File: config.mk
export PLATFORM = sky130hd
export DESIGN_NAME = mem_arbiter
export DESIGN_NICKNAME = d
export VERILOG_FILES = /design/src/rtl/mem_arbiter_pkg.sv /design/src/rtl/mem_arbiter_rr_pick.sv /design/src/rtl/mem_arbiter.sv
export SDC_FILE = /design/constraint.sdc
export NUM_CORES = 1
export LEC_CHECK = 0
export ABC_AREA = 1
export ABC_CLOCK_PERIOD_IN_PS = 1650
export CAP_MARGIN = 10
export CORE_AREA = 2 2 272 274
export DETAILED_ROUTE_END_ITERATION = 12
export DIE_AREA = 0 0 274 276
export PLACE_DENSITY_LB_ADDON = 0.2
export SYNTH_ARGS = -nofsm -noshare
export SYNTH_HDL_FRONTEND = slang
export SYNTH_HIERARCHICAL = 1
export SYNTH_SLANG_ARGS = --single-unit
File: constraint.sdc
create_clock -name clk -period 1.65 [get_ports clk]
set_clock_uncertainty 0.05 [all_clocks]
set_input_delay 0.33 -clock clk [delete_from_list [all_inputs] [get_ports clk]]
set_output_delay 0.33 -clock clk [all_outputs]
set_load 0.02 [all_outputs]
File: src/rtl/mem_arbiter_pkg.sv
// Shared types for the LC-3b physical-memory arbiter: bus widths, line type,
// grant FSM states and the round-robin side marker.
package mem_arbiter_pkg;

  localparam int ADDR_W_DEF = 16;
  localparam int LINE_W_DEF = 128;

  typedef logic [ADDR_W_DEF-1:0] lc3b_word;
  typedef logic [LINE_W_DEF-1:0] lc3b_line;

  typedef enum logic [1:0] {
    IDLE    = 2'd0,
    SERVE_I = 2'd1,
    SERVE_D = 2'd2,
    DONE    = 2'd3
  } arb_state_t;

  typedef enum logic {
    GRANT_I = 1'b0,
    GRANT_D = 1'b1
  } grant_t;

endpackage

File: src/rtl/mem_arbiter_rr_pick.sv
// Combinational two-way round-robin selector: a lone requester always wins,
// and on a tie the side that was not granted last time wins.
module arb_rr_pick
  import mem_arbiter_pkg::*;
(
  input  logic   req_i,
  input  logic   req_d,
  input  grant_t last_grant,
  output logic   grant_i,
  output logic   grant_d
);

  always_comb begin
    grant_i = req_i && (!req_d || (last_grant == GRANT_D));
    grant_d = req_d && (!req_i || (last_grant == GRANT_I));
  end

endmodule

File: src/rtl/mem_arbiter.sv
// Arbitrates the single pmem port between the I-cache miss path and the
// D-cache miss/writeback path; the granted command is latched until pmem_resp.
module mem_arbiter
  import mem_arbiter_pkg::*;
#(
  parameter int ADDR_W = ADDR_W_DEF,
  parameter int LINE_W = LINE_W_DEF
) (
  input  logic              clk,
  input  logic              rst,
  input  logic              i_read,
  input  logic [ADDR_W-1:0] i_addr,
  output logic [LINE_W-1:0] i_rdata,
  output logic              i_resp,
  input  logic              d_read,
  input  logic              d_write,
  input  logic [ADDR_W-1:0] d_addr,
  input  logic [LINE_W-1:0] d_wdata,
  output logic [LINE_W-1:0] d_rdata,
  output logic              d_resp,
  output logic              pmem_read,
  output logic              pmem_write,
  output logic [ADDR_W-1:0] pmem_addr,
  output logic [LINE_W-1:0] pmem_wdata,
  input  logic [LINE_W-1:0] pmem_rdata,
  input  logic              pmem_resp
);

  arb_state_t        state_q, state_d;
  grant_t            last_grant_q, last_grant_d;
  logic [ADDR_W-1:0] addr_q, addr_d;
  logic [LINE_W-1:0] wdata_q, wdata_d;
  logic              wr_q, wr_d;
  logic [LINE_W-1:0] i_rdata_q, i_rdata_d;
  logic [LINE_W-1:0] d_rdata_q, d_rdata_d;
  logic              i_resp_q, i_resp_d;
  logic              d_resp_q, d_resp_d;

  logic d_req;
  logic grant_i, grant_d;
  logic serving;

  assign d_req = d_read || d_write;

  arb_rr_pick u_rr_pick (
    .req_i      (i_read),
    .req_d      (d_req),
    .last_grant (last_grant_q),
    .grant_i    (grant_i),
    .grant_d    (grant_d)
  );

  always_comb begin
    // NOTE: every variable gets its hold value first so no path through the case infers a latch.
    state_d      = state_q;
    last_grant_d = last_grant_q;
    addr_d       = addr_q;
    wdata_d      = wdata_q;
    wr_d         = wr_q;
    i_rdata_d    = i_rdata_q;
    d_rdata_d    = d_rdata_q;
    i_resp_d     = 1'b0;
    d_resp_d     = 1'b0;

    unique case (state_q)
      IDLE: begin
        if (grant_i) begin
          state_d      = SERVE_I;
          addr_d       = i_addr;
          wr_d         = 1'b0;
          last_grant_d = GRANT_I;
        end else if (grant_d) begin
          state_d      = SERVE_D;
          addr_d       = d_addr;
          wdata_d      = d_wdata;
          wr_d         = d_write;  // read+write together is a writeback
          last_grant_d = GRANT_D;
        end
      end
      SERVE_I: begin
        if (pmem_resp) begin
          i_rdata_d = pmem_rdata;
          i_resp_d  = 1'b1;
          state_d   = DONE;
        end
      end
      SERVE_D: begin
        if (pmem_resp) begin
          d_rdata_d = pmem_rdata;
          d_resp_d  = 1'b1;
          state_d   = DONE;
        end
      end
      // DONE never grants, so a request still held during the resp cycle is not re-served.
      DONE:    state_d = IDLE;
      default: state_d = IDLE;
    endcase
  end

  always_ff @(posedge clk) begin
    if (rst) begin
      state_q      <= IDLE;
      last_grant_q <= GRANT_I;
      addr_q       <= '0;
      wdata_q      <= '0;
      wr_q         <= 1'b0;
      i_rdata_q    <= '0;
      d_rdata_q    <= '0;
      i_resp_q     <= 1'b0;
      d_resp_q     <= 1'b0;
    end else begin
      // NOTE: non-blocking assignments keep all flops updating from the same pre-edge values.
      state_q      <= state_d;
      last_grant_q <= last_grant_d;
      addr_q       <= addr_d;
      wdata_q      <= wdata_d;
      wr_q         <= wr_d;
      i_rdata_q    <= i_rdata_d;
      d_rdata_q    <= d_rdata_d;
      i_resp_q     <= i_resp_d;
      d_resp_q     <= d_resp_d;
    end
  end

  assign serving    = (state_q == SERVE_I) || (state_q == SERVE_D);
  assign pmem_read  = serving && !wr_q;
  assign pmem_write = serving && wr_q;
  assign pmem_addr  = addr_q;
  assign pmem_wdata = wdata_q;
  assign i_rdata    = i_rdata_q;
  assign d_rdata    = d_rdata_q;
  assign i_resp     = i_resp_q;
  assign d_resp     = d_resp_q;

endmodule

==> reports/qor.txt, run 1 <==
largest cells by area after synthesis = dfxtp_1, nor2_1, o21ai_0
wire per inst = 18.3 um
Reg2Reg Capture Point = d_rdata[56]
CTS HTree Levels = 2
vias in the first global route = 15100
register area share after synthesis = 52.1%
Max IR drop VDD = 0.000820 V
synth unique cells = 21
die area = 75600 um2
CP peak stage delay = 0.33 ns
Total GRT Usage = 16.3%
RSZ-0062 raised after global routing = yes
Hold EP = state_q[0]
mux cell area share after synthesis = 0%
R2R Setup Slk = 0 ns
number of synthesized flops with an enable pin = 0
top-area cell type share of the netlist area = 52.1%
post-synthesis compound-gate area fraction = 15.1%
final worst-path cycle share = 115%
Remaining Overflow, GRT = 0
Synthesized Nets = 2183
Avg Synthesized Cell Area = 8.28 um2
Slew Viols, Final = 0
global-route wire length before repair = 95200 um
Post-Route WL = 65400 um
violated checks = setup timing
worst-path cell chain = inv_2, ha_4, inv_2, nor2_2, buf_6
Syn Inst Count = 1885
CTS Root Cell = clkbuf_16
Worst setup EP type = primary output
IO Port Bufs = 697
final instance area = 25500 um2
placed cell count = 3467
WP data arrival = 1.51 ns
most frequent cell after synthesis = nor2_1
CTS sink cnt = 406
I/O Pins = 698
number of synthesized register bits = 406
max_cap viols = 0
iteration count of the initial detailed-routing pass = 5
combinational family with the most area after synthesis = simple AND/OR/NAND/NOR gates
hold path depth = 5
antenna viol nets, final = 0
XOR/XNOR Fraction of Synth Area = 0%
final setup vio count = 2
CP delay by family, top = flip-flops
Area after DPL = 23900 um2
Slew @ Worst Pin = 0.684 ns
worst r2r src = state_q[0]
final hold viol count = 0
Ys Warns = 6
DR vias = 15100
Worst Path Buf+Inv = 3
Die Span Y = 276 um
DR DRC count = 0
core area = 72600 um2
Max FO, Critical Path = 4
Critical-path top delay cell = dfxtp_2
CTS Hold Bufs = 0
hold path startpoint = rst
largest net degree at the start of global routing = 84
area grow syn2layout = 63.5%
fraction of layout cells with a size suffix above 1 = 30.7%
GP Congestion = 0.813
Startpoint Class = flop
initial antenna violation count = 6
CP required = 1.27 ns
CP startpoint = state_q[1]
std cell rows = 99
Die X = 274 um
nets@finish = 2875
CTS tree = built
adder-cell area share of the yosys netlist = 0.321%
Post-synth top cells = nor2_1, dfxtp_1, o21ai_0, nand2_1, a21oi_2
Crit Path Category = flop to primary output
PnR worst setup slack = -0.245 ns
Final Non-Filler Cells = 3575
area share of and/or/nand/nor cells after synthesis = 26.0%
Async SR Flop Fraction = 0%
fmax = 528 MHz
drt initial violations = 618
cell taking the most area after synthesis = dfxtp_1
fin crit period = 1.89 ns
Reg clk slew, reported paths = 0.06 ns
HPWL after DPL = 47100 um
Starting Density = 21.5%
vias per cell = 4.23
Slew Limit Headroom = 54.4%
main flop type after synthesis = dfxtp_1
clock buffer count from CTS = 49
Worst R2R Path Depth = 8
P_leak = 9.89 nW
cell mode on critical path = inv_2
outcome = finished with violations
worst min path class = input port to flop
CTS max path bufs = 3
worst skew pair latency = 0.58 ns
PD cells = 1610 nW/um2
# fillers = 7613
cell area after synthesis = 15600 um2
-- cells by family (layout without fill, tap and decap cells) --
logic type	count (synthesis)	count (layout)
other	0	3
DFF	406	406
adders and majority gates	4	4
and+or+nand+nor	905	905
buffers and inverters	179	906
AOI/OAI and AO/OA	391	392
-- layout by cell type (no fill, tap or decap), types with 30 or more instances in the layout --
master           Yosys  final
buf_12              11     38
nand2_1            223    220
a21oi_2            101    100
buf_2               76    142
clkdlybuf4s15_2      0    228
nor2_1             552    550
dfxtp_1            406    400
nand3_2            100    100
clkdlybuf4s50_1      0    292
buf_4               16     43
o21ai_0            256    229
a21oi_1             30     30
clkbuf_16            0     53
-- stage by stage --
step / setup WS (ns) / TNS, ns / power (mW) / hold slack, ns / utilization [%]
3_3_place_gp: -0.703 / -141.78 / 30.5 / 0.399 / 33.0
2_1_floorplan: 0.0535 / 0 / 22.6 / 0.404 / -
6_report: -0.245 / -0.471 / 41.1 / 0.182 / 35.2
4_1_cts: -0.287 / -0.549 / 41.6 / 0.159 / 35.4
5_1_grt: -0.329 / -3.82 / 43.5 / 0.175 / 35.2
3_5_place_dp: -0.747 / -150.73 / 30.6 / 0.405 / 33.0
-- routing by layer --
layer	wire length [um]	GRT usage [%]	up-vias	part of all wire (%)
met5	24	0	-	0.037
met4	1850	5.43	4	2.8
met3	6290	6.05	96	9.6
met2	31200	28.1	565	48
met1	26000	18.4	6958	40
li1	-	-	7494	-
-- worst register-to-register path: stages, from the launching register on --
cell     delay (ns)
dfxtp_2        0.32
inv_2          0.08
buf_4          0.12
ha_1           0.24
nand2_8        0.13
buf_12         0.20
buf_12         0.14
o21ai_0        0.22
nor2_1         0.06
-- report_power, final --
group	internal, mW	switching (mW)	total, mW	leakage, nW
sequential	12.2	1.24	13.4	3.32
combinational	6.53	9.69	16.2	5.74
clock	6.92	4.55	11.5	0.829
-- sequential cells by signal (all words and copies together), names as in the netlist --
name	flops
d_rdata	128
i_rdata	128
pmem_wdata	128
pmem_addr	16
state_q	2
d_resp	1
i_resp	1
last_grant_q	1
wr_q	1
-- area by class of cell --
class,count,area (um2),area share (%)
Sequential cell,406,8140,31.9
Timing Repair Buffer,789,7720,30.3
Multi-Input combinational cell,1301,6590,25.8
Clock buffer,64,1350,5.30
Tap cell,959,1200,4.70
Clock inverter,23,365,1.43
Inverter,29,141,0.554
Timing Repair inverter,1,8.76,0.0343
Antenna cell,3,7.51,0.0294
-- how the worst max path moves through the flow --
stage                     end  depth (start not counted)
6_report            pmem_read                          5
5_1_grt             pmem_read                          5
4_1_cts             pmem_read                          5
3_5_place_dp    pmem_addr[13]                          7
3_3_place_gp     pmem_addr[6]                          7
2_1_floorplan  pmem_wdata[10]                          9
-- what timing repair did --
action | in CTS | in global routing
pin swaps | 3 | 3
resized for setup | 1348 | 147
buffers inserted | 6 | 5
endpoints found under the setup margin | 481 | 294
gates cloned | 2 | 5
Power figures use the tool's default switching activity.
==> run 2, diff against run 1 <==
--- a/config.mk
+++ b/config.mk
@@ -7,10 +7,11 @@
 export LEC_CHECK = 0
 export ABC_AREA = 1
 export ABC_CLOCK_PERIOD_IN_PS = 1650
-export CAP_MARGIN = 10
+export CAP_MARGIN = 20
 export CORE_AREA = 2 2 272 274
 export DETAILED_ROUTE_END_ITERATION = 12
 export DIE_AREA = 0 0 274 276
+export GPL_TIMING_DRIVEN = 0
 export PLACE_DENSITY_LB_ADDON = 0.2
 export SYNTH_ARGS = -nofsm -noshare
 export SYNTH_HDL_FRONTEND = slang
==> reports/qor.txt, run 2 (synthesis results as in run 1) <==
outcome = finished with violations
violated checks = setup timing
busiest grt layer = met2
CTS tree = built
Die X = 274 um (unchanged)
Area after DPL = 23800 um2 (-0.69%)
final hold viol count = 0 (unchanged)
Total GRT Usage = 18.3% (+2.0 points)
internal power = 25.1 mW (-1.8%)
HPWL after DPL = 57000 um (+21%)
nets@finish = 2931 (+1.9%)
CP delay by family, top = flip-flops
P_leak = 9.79 nW (-1.0%)
worst skew pair latency = 0.58 ns (about the same)
Slew Limit Headroom = 40.7% (-14 points)
GRT met2 Usage = 34.1% (+6.0 points)
register area = 8140 um2 (about the same)
Worst Path Buf+Inv = 3 (unchanged)
Reg2Reg Capture Point = pmem_wdata[23]
Reg clk slew, reported paths = 0.06 ns (about the same)
CP peak stage delay = 0.34 ns (about the same)
Critical-path top delay cell = dfxtp_2
CTS sink cnt = 406 (unchanged)
final setup TNS = -0.512 ns (-0.0406 ns)
worst-case hold slack = 0.271 ns (+0.0897 ns)
wire per inst = 19.9 um (+8.7%)
Slew @ Worst Pin = 0.889 ns (+0.205 ns)
CTS Hold Bufs = 0 (unchanged)
routing usage on met1 = 18.5% (+0.15 points)
vias per cell = 4.29 (+1.4%)
global-route wire length before repair = 104000 um (+9.5%)
GP Congestion = 0.855 (+5.2%)
initial antenna violation count = 12 (+6)
CP required = 1.27 ns (about the same)
Slew Viols, Final = 0 (unchanged)
worst min path class = input port to flop
Crit Path Category = flop to primary output
met3 Use GR = 7.09% (+1.0 points)
Die Span Y = 276 um (unchanged)
Comb power frac = 40.6% (+1.1 points)
final worst-path cycle share = 116% (+0.81 points)
hold path startpoint = d_wdata[108]
Seq pwr share = 33.1% (+0.5 points)
final setup vio count = 2 (unchanged)
Switching Share = 38.3% (+0.59 points)
Starting Density = 21.5% (unchanged)
WP data arrival = 1.53 ns (+0.02 ns)
vias in the first global route = 15900 (+5.4%)
worst-path cell chain = inv_2, ha_4, inv_2, nor2_4, buf_6
DR vias = 15600 (+3.0%)
IO Port Bufs = 696 (-0.14%)
DR DRC count = 0 (unchanged)
PD cells = 1600 nW/um2 (-0.45%)
multi-input logic area = 6520 um2 (-1.1%)
Clock Power Share = 26.3% (-1.6 points)
CTS HTree Levels = 2 (unchanged)
iteration count of the initial detailed-routing pass = 5 (unchanged)
fraction of layout cells with a size suffix above 1 = 31.2% (+0.43 points)
max_cap viols = 0 (unchanged)
worst r2r src = state_q[0]
Worst setup EP type = primary output
core area = 72600 um2 (unchanged)
largest net degree at the start of global routing = 20 (-76%)
drt initial violations = 636 (+2.9%)
fmax = 524 MHz (-0.70%)
Hold EP = pmem_wdata[108]
commonest cells after routing, fill and taps aside = nor2_1, dfxtp_1, clkdlybuf4s50_1
I/O Pins = 698 (unchanged)
clock buffer count from CTS = 48 (-2.0%)
RSZ-0062 raised after global routing = yes
final instance area = 25400 um2 (-0.41%)
Remaining Overflow, GRT = 0 (unchanged)
# fillers = 7603 (-0.13%)
std cell rows = 99 (unchanged)
Switch Pwr = 15.6 mW (+0.69%)
CTS Root Cell = clkbuf_16
hold path depth = 3 (-2)
Worst R2R Path Depth = 8 (unchanged)
die area = 75600 um2 (unchanged)
fin crit period = 1.91 ns (+0.0133 ns)
cell mode on critical path = inv_2
Max FO, Critical Path = 4 (unchanged)
Post-Route WL = 72200 um (+10%)
Startpoint Class = flop
CTS max path bufs = 3 (unchanged)
PnR worst setup slack = -0.258 ns (-0.0133 ns)
Max IR drop VDD = 0.000846 V (+3.2%)
R2R Setup Slk = 0.05 ns (+0.05 ns)
commonest non-fill, non-tap cell in the layout = nor2_1
area grow syn2layout = 62.8%
antenna viol nets, final = 0 (unchanged)
[run 2: repair_timing]
action                     4_1_cts  5_1_grt
pin swaps                        2        2
setup endpoints to repair      770      465
cloned                           1        1
setup buffers                    1        1
resized for setup             1312      222
[run 2: worst max-delay path by stage]
stage / cells after the start / slack, ns / endpoint / from
global placement: 8 / -0.92 / pmem_wdata[111] / d_read
floorplan: 9 / 0.05 / pmem_wdata[10] / d_write
CTS: 5 / -0.33 / pmem_read / state_q[0]
detailed placement: 8 / -0.93 / pmem_wdata[111] / d_read
finish: 5 / -0.26 / pmem_read / state_q[0]
global route: 5 / -0.33 / pmem_read / state_q[1]
[run 2: metrics by stage]
step / utilization, % / power (mW) / setup WS [ns] / cells
3_3_place_gp: 32.8 / 30.7 / -0.916 / 3540
3_5_place_dp: 32.8 / 30.9 / -0.926 / 3540
2_1_floorplan: - / 22.6 / 0.0535 / 1885
5_1_grt: 35.0 / 43.1 / -0.333 / 3631
6_report: 35.0 / 40.7 / -0.258 / 3632
4_1_cts: 35.5 / 41.3 / -0.332 / 3625
[run 2: worst reg2reg max path: stages, from the launching register on]
cell and delay (ns):
dfxtp_2 0.33, inv_2 0.10, ha_4 0.17, nand2_1 0.09, inv_4 0.14, buf_12 0.17, buf_12 0.16, nand3_2 0.14
a21oi_2 0.17
[run 2: per-layer routing]
layer / vias up / routed length [um]
met1: 7239 / 26200
met3: 100 / 7060
met4: 10 / 1980
li1: 7606 / -
met5: - / 64
met2: 621 / 36900
[run 2: layout make-up]
cell class / instances / share of cell area (%)
Antenna cell: 6 / 0.0591
Clock buffer: 67 / 5.32
Tap cell: 959 / 4.72
Buffer: 148 / 4.73
Sequential cell: 406 / 32.0
Timing Repair Buffer: 700 / 26.2
Inverter: 29 / 0.448
Multi-Input combinational cell: 1300 / 25.6
Clock inverter: 17 / 0.876
[run 2: power by group through the flow]
| stage | Combinational, mW | Clock (mW) | Sequential, mW |
|---|---|---|---|
| after floorplan | 6.38 | 0 | 16.3 |
| after global routing | 17.9 | 11.5 | 13.7 |
| after global placement | 17.1 | 0 | 13.6 |
| after CTS | 16.7 | 11.1 | 13.5 |
| final | 16.5 | 10.7 | 13.5 |
| after detailed placement | 17.2 | 0 | 13.7 |
